File: src/rtl/udp_tx_builder.sv
`default_nettype none
// udp_tx_builder: emits Ethernet II / IPv4 / UDP frames on a 32-bit AXI-Stream.
// Header and IPv4 checksum come from the latched command; payload is read from PBM and shifted by 16 bits.
module udp_tx_builder #(
  parameter int         DATA_WIDTH  = 32,
  parameter int         MAX_PAYLOAD = 1472,
  parameter logic [7:0] IP_TTL      = 8'h40
) (
  input  logic                    clk,
  input  logic                    rst_n,
  input  logic                    i_cmd_valid,
  output logic                    o_cmd_ready,
  input  logic [15:0]             i_cmd_len,
  input  logic [47:0]             i_dst_mac,
  input  logic [31:0]             i_dst_ip,
  input  logic [15:0]             i_dst_port,
  input  logic [47:0]             i_src_mac,
  input  logic [31:0]             i_src_ip,
  input  logic [15:0]             i_src_port,
  input  logic [DATA_WIDTH-1:0]   i_pbm_rdata,
  input  logic                    i_pbm_rvalid,
  output logic                    o_pbm_rready,
  output logic [DATA_WIDTH-1:0]   m_axis_tdata,
  output logic [DATA_WIDTH/8-1:0] m_axis_tkeep,
  output logic                    m_axis_tvalid,
  output logic                    m_axis_tlast,
  input  logic                    m_axis_tready,
  output logic                    o_frame_done,
  output logic                    o_cmd_err
);

  typedef enum logic [2:0] {IDLE, CSUM, FOLD, HDR, BODY} state_t;
  state_t state, state_nxt;

  logic [15:0] len, tot_bytes, frame_len, ip_id, csum, hold;
  logic [47:0] dst_mac, src_mac;
  logic [31:0] dst_ip, src_ip;
  logic [15:0] dst_port, src_port;
  logic [19:0] sum;
  logic [2:0]  csum_cnt;
  logic [10:0] word_idx;
  logic        out_valid, out_last, err;
  logic [31:0] out_data;
  logic [3:0]  out_keep;

  logic        oversize;
  logic [15:0] cmd_tot, cmd_frame;
  logic [15:0] ip_len, udp_len, len_p40, pos;
  logic [15:0] hw_a, hw_b;
  logic [16:0] fold1;
  logic [15:0] fold2;
  logic        emitting, need, slot, load, frame_done, is_last;
  logic [31:0] word_nxt;
  logic [3:0]  keep_nxt;

  assign oversize  = i_cmd_len > 16'(MAX_PAYLOAD);
  assign cmd_tot   = i_cmd_len + 16'd42;
  assign cmd_frame = (cmd_tot < 16'd60) ? 16'd60 : cmd_tot;

  assign ip_len  = len + 16'd28;
  assign udp_len = len + 16'd8;
  assign len_p40 = len + 16'd40;
  assign pos     = {3'b000, word_idx, 2'b00};

  assign fold1 = {1'b0, sum[15:0]} + {13'd0, sum[19:16]};
  assign fold2 = fold1[15:0] + {15'd0, fold1[16]};

  // Two checksum halfwords per CSUM cycle; the checksum field itself counts as zero.
  always_comb begin
    hw_a = 16'h0000;
    hw_b = 16'h0000;
    case (csum_cnt)
      3'd0: begin hw_a = 16'h4500;          hw_b = ip_len;        end
      3'd1: begin hw_a = ip_id;             hw_b = 16'h4000;      end
      3'd2: begin hw_a = {IP_TTL, 8'h11};   hw_b = src_ip[31:16]; end
      3'd3: begin hw_a = src_ip[15:0];      hw_b = dst_ip[31:16]; end
      3'd4: begin hw_a = dst_ip[15:0];      hw_b = 16'h0000;      end
      default: ;
    endcase
  end

  // A fresh PBM word is needed while payload byte 4*(word_idx-10) is still inside L.
  always_comb begin
    emitting = (state == HDR || state == BODY) && (pos < frame_len);
    need     = (word_idx >= 11'd10) && (pos < len_p40);
    slot     = !out_valid || m_axis_tready;
    load     = emitting && slot && (!need || i_pbm_rvalid);
    is_last  = (pos + 16'd4) >= frame_len;

    word_nxt = 32'h0;
    case (word_idx)
      11'd0: word_nxt = dst_mac[47:16];
      11'd1: word_nxt = {dst_mac[15:0], src_mac[47:32]};
      11'd2: word_nxt = src_mac[31:0];
      11'd3: word_nxt = 32'h0800_4500;
      11'd4: word_nxt = {ip_len, ip_id};
      11'd5: word_nxt = {16'h4000, IP_TTL, 8'h11};
      11'd6: word_nxt = {csum, src_ip[31:16]};
      11'd7: word_nxt = {src_ip[15:0], dst_ip[31:16]};
      11'd8: word_nxt = {dst_ip[15:0], src_port};
      11'd9: word_nxt = {dst_port, udp_len};
      default: word_nxt = {(word_idx == 11'd10) ? 16'h0000 : hold,
                           need ? i_pbm_rdata[31:16] : 16'h0000};
    endcase
    // Zero everything past the real frame end: PBM tail bytes and padding.
    for (int b = 0; b < 4; b++) begin
      if ((pos + 16'(b)) >= tot_bytes) word_nxt[31-8*b -: 8] = 8'h00;
    end

    keep_nxt = 4'hF;
    if (is_last) begin
      case (frame_len[1:0])
        2'd1:    keep_nxt = 4'h8;
        2'd2:    keep_nxt = 4'hC;
        2'd3:    keep_nxt = 4'hE;
        default: keep_nxt = 4'hF;
      endcase
    end
  end

  assign frame_done = out_valid && m_axis_tready && out_last;

  always_ff @(posedge clk or negedge rst_n) begin
    if (!rst_n) state <= IDLE;
    else        state <= state_nxt;
  end

  always_comb begin
    state_nxt    = state;
    o_cmd_ready  = 1'b0;
    o_pbm_rready = emitting && need && slot;
    case (state)
      IDLE: begin
        o_cmd_ready = 1'b1;
        if (i_cmd_valid && !oversize) state_nxt = CSUM;
      end
      CSUM:    if (csum_cnt == 3'd4) state_nxt = FOLD;
      FOLD:    state_nxt = HDR;
      HDR:     if (load && word_idx == 11'd9) state_nxt = BODY;
      BODY:    if (frame_done) state_nxt = IDLE;
      default: state_nxt = IDLE;
    endcase
  end

  always_ff @(posedge clk or negedge rst_n) begin
    if (!rst_n) begin
      len       <= '0; tot_bytes <= '0; frame_len <= '0;
      dst_mac   <= '0; src_mac   <= '0; dst_ip    <= '0; src_ip <= '0;
      dst_port  <= '0; src_port  <= '0;
      ip_id     <= '0; sum       <= '0; csum_cnt  <= '0; csum   <= '0;
      word_idx  <= '0; hold      <= '0; err       <= 1'b0;
      out_valid <= 1'b0; out_last <= 1'b0; out_data <= '0; out_keep <= '0;
    end else begin
      err <= 1'b0;
      case (state)
        IDLE: if (i_cmd_valid) begin
          len       <= i_cmd_len;
          tot_bytes <= cmd_tot;
          frame_len <= cmd_frame;
          dst_mac   <= i_dst_mac;  src_mac  <= i_src_mac;
          dst_ip    <= i_dst_ip;   src_ip   <= i_src_ip;
          dst_port  <= i_dst_port; src_port <= i_src_port;
          sum       <= '0;
          csum_cnt  <= '0;
          err       <= oversize;
        end
        CSUM: begin
          sum      <= sum + {4'd0, hw_a} + {4'd0, hw_b};
          csum_cnt <= csum_cnt + 3'd1;
        end
        FOLD: begin
          csum     <= ~fold2;
          word_idx <= '0;
        end
        default: ;
      endcase

      if (load) begin
        word_idx <= word_idx + 11'd1;
        if (need) hold <= i_pbm_rdata[15:0];
      end

      if (slot) begin
        out_valid <= load;
        if (load) begin
          out_data <= word_nxt;
          out_keep <= keep_nxt;
          out_last <= is_last;
        end
      end

      if (frame_done) ip_id <= ip_id + 16'd1;
    end
  end

  assign m_axis_tdata  = out_data;
  assign m_axis_tkeep  = out_keep;
  assign m_axis_tvalid = out_valid;
  assign m_axis_tlast  = out_last;
  assign o_frame_done  = frame_done;
  assign o_cmd_err     = err;

endmodule
`default_nettype wire

File: config.mk
export PLATFORM = sky130hd
export DESIGN_NAME = udp_tx_builder
export DESIGN_NICKNAME = d
export VERILOG_FILES = /design/src/rtl/udp_tx_builder.sv
export SDC_FILE = /design/constraint.sdc
export NUM_CORES = 1
export LEC_CHECK = 0
export CORE_MARGIN = 2
export CORE_UTILIZATION = 36
export CTS_CLUSTER_SIZE = 12
export DETAILED_ROUTE_END_ITERATION = 10
export GPL_TIMING_DRIVEN = 0
export PLACE_DENSITY = 0.59
export SYNTH_ARGS = -nofsm -noshare
export SYNTH_HDL_FRONTEND = slang
export SYNTH_SLANG_ARGS = --single-unit
File: constraint.sdc
create_clock -name clk -period 5.7 [get_ports clk]
set_input_delay 1.71 -clock clk [delete_from_list [all_inputs] [get_ports clk]]
set_output_delay 1.71 -clock clk [all_outputs]
set_load 0.02 [all_outputs]
==> metrics <==
status=finished clean; Layout Cells excl Fill=3387; WHS Endpoint=m_axis_tkeep[0]; fin worst setup slack=0.151 ns; dpl ws=0.177 ns; HPWL after detailed placement=68500 um; Worst path max stage delay=0.77 ns; top-count cell post-synth=nand2_1; CP Launch Type=input port; Max clock buf depth=3; total track usage=29.6%; Synth top area share=45.4%; asr flop ratio synth=100%; Worst Path Buf+Inv=3; multi-input logic area=0.0101 sq mm; Worst EP arrival=3.84 ns; Synth area leaders=dfrtp_1, nand2_1, ha_1, o21ai_0, xnor2_1; CP max FO=8; Die X=240 um; min cycle time layout=5.55 ns; Cell Area, Synth=0.0200 sq mm; mean routed wirelength per cell=25.2 um; final hold violation count=0; Root Driver=clkbuf_16; cell family with most CP delay=buffers and inverters; share of cells above drive strength 1=5.16%; unrepaired setup endpoints after global routing=false; post-route ant nets=0; LEAKAGE=12.0 nW; r2r setup slk=0.41 ns; HP Class=flip-flop to flip-flop; flops & latches, synth=363; predominant post-synthesis flop cell=dfrtp_1; number of remaining DRC errors=0; Core Util, Final=46.1%; Reg-to-Reg End=sum[19]; Syn-to-layout area delta=26.8%; Starting Density=36.4%; Critical R2R Launch=csum_cnt[0]; CP Cell Sequence=clkdlybuf4s50_1, and3_1, clkbuf_1, clkdlybuf4s50_1; Clock transition at path regs=0.05 ns; CTS tree=yes; share of the yosys chip area belonging to registers=45.4%; Worst path most repeated cell=clkdlybuf4s50_1; hold depth=2; Final setup viols=0; syn nets=2622; port bufs=286; Initial DRC Count=2195; number of max-cap violations=0; fmax=180 MHz; Setup CP Type=input port to primary output; VDD IR max=0.000302 V; # fillers=5409; Post-DP Area=0.0239 sq mm; design area=0.0254 sq mm; DR pass1 iterations=10; Max Slew Vio Count=0; Layout Nets=2959; Fin Hold WS=0.472 ns; final period utilization=97.4%; Relative slew margins=20.1%; FF+latch area=0.00908 sq mm; grt total ovfl=0; required time of the critical path=3.99 ns; Cells after Synth=2274; post-synth top area cell=dfrtp_1; worst-margin pin slew=1.20 ns; CORE AREA=0.0550 sq mm; initial antenna violation count=1; synth unique cells=72; H-tree levels=2; routed vias=18800; total negative setup slack=0 ns; Num CTS Buffers=44; CTS Sinks=363; power consumption=14.8 mW; Avg Cell Area, Syn=8.80 sq um; Power Dens Cells=584 mW/mm^2; first-pass GRT wire length=123000 um; Reg2Reg Depth=19; vias per cell=5.56; Commonest cells post-synth=nand2_1, dfrtp_1, o21ai_0; WL final=85400 um; pin count of the biggest net entering global routing=117; Die ar.=0.0575 sq mm; dpl cells=3312; CP max-delay cell=clkdlybuf4s50_1; Post-synth EDFFs=0; skew final=0.0324 ns; Core Rows=86; Ports=287; Setup crit end kind=primary output; vias in the first global route=18900; Yosys warning count=0; clock latency on the worst-skew pair=0.60 ns; RD Place Congestion=0.988; hold_sp=m_axis_tkeep[0]; Die Span Y=240 um
flip-flops by register name, summed over array words and instances, names as in the netlist, 20 cells and up:
register      count
dst_ip           32
dst_mac          48
m_axis_tdata     32
src_ip           32
src_mac          48
sum              20
cells in the final DEF (no fill, tap or decap), types with 7 or more instances in the layout:
| cell type | n |
|---|---|
| xor2_1 | 45 |
| clkinv_2 | 7 |
| a41o_1 | 9 |
| a22oi_1 | 51 |
| clkdlybuf4s50_1 | 284 |
| nand2b_1 | 10 |
| o31ai_1 | 10 |
| buf_2 | 20 |
| dfrtp_1 | 363 |
| a221oi_1 | 20 |
| ha_1 | 85 |
| nand2_1 | 744 |
| nor3_1 | 26 |
| and3_1 | 31 |
| and2_1 | 11 |
| o21a_1 | 15 |
| inv_1 | 72 |
| a31oi_1 | 9 |
| o21ai_0 | 114 |
| mux2_2 | 21 |
| a211oi_1 | 10 |
| a21boi_0 | 14 |
| nor3b_1 | 9 |
| a22o_1 | 8 |
| xnor2_1 | 58 |
| clkbuf_8 | 10 |
| a222oi_1 | 46 |
| fa_1 | 18 |
| nor2b_1 | 15 |
| clkbuf_16 | 44 |
| nor2_1 | 65 |
| a21o_1 | 25 |
| a21oi_1 | 51 |
| nand4_1 | 20 |
| clkbuf_1 | 117 |
| nand3_1 | 68 |
layer usage:
| metal | up-vias | wire length [um] | track usage [%] |
|---|---|---|---|
| met4 | 0 | 3720 | 12.3 |
| met2 | 891 | 38100 | 46.1 |
| li1 | 8509 | - | - |
| met3 | 170 | 8110 | 7.26 |
| met5 | - | 0 | 0 |
| met1 | 9277 | 35400 | 39.2 |
kinds of logic after synthesis:
logic type / after synthesis / share of synthesized area (%)
adders and majority gates: 103 / 7.12
DFF: 363 / 45.4
and+or+nand+nor: 1033 / 22.0
muxes: 27 / 1.48
AOI/OAI and AO/OA: 435 / 15.4
xor gates and xnor gates: 103 / 4.51
buffers and inverters: 210 / 4.11
timing repair:
action	4_1_cts	5_1_grt
pin swaps	1	1
setup buffers	1	0
hold buffers	0	0
setup endpoints to repair	1	3
gates resized for setup	0	4
endpoints found under the hold margin	0	0
worst max-delay path by stage:
| stage | to | startpoint | cells after the start | slack, ns |
|---|---|---|---|---|
| detailed placement | sum[19] | csum_cnt[0] | 19 | 0.18 |
| floorplan | o_pbm_rready | m_axis_tready | 5 | 1.51 |
| global placement | dst_ip[23] | rst_n | 1 | -13.28 |
| global route | o_frame_done | m_axis_tready | 4 | 0.05 |
| finish | o_frame_done | m_axis_tready | 4 | 0.15 |
| CTS | o_pbm_rready | len[7] | 11 | 0.04 |
layout make-up:
cell class              count  area share (%)
repair buffers            291            11.7
flip-flops and latches    363            35.8
plain buffers             138            2.19
multi-input cells        1701            39.9
clock buffers              59            4.96
diodes                      1         0.00987
clock inverters            14           0.651
well taps                 748            3.69
inverters                  72            1.07
power breakdown:
part / internal, mW / switching, mW
clock: 1.67 / 1.15
combinational: 2.62 / 4.41
sequential: 3.70 / 1.25
worst min-delay path: cells and delay by family (launching register included):
family	cells	cell delay, ns
simple gates	1	0.04
compound gates	1	0.06
flops	1	0.34
(Power assumes the default switching activity.)
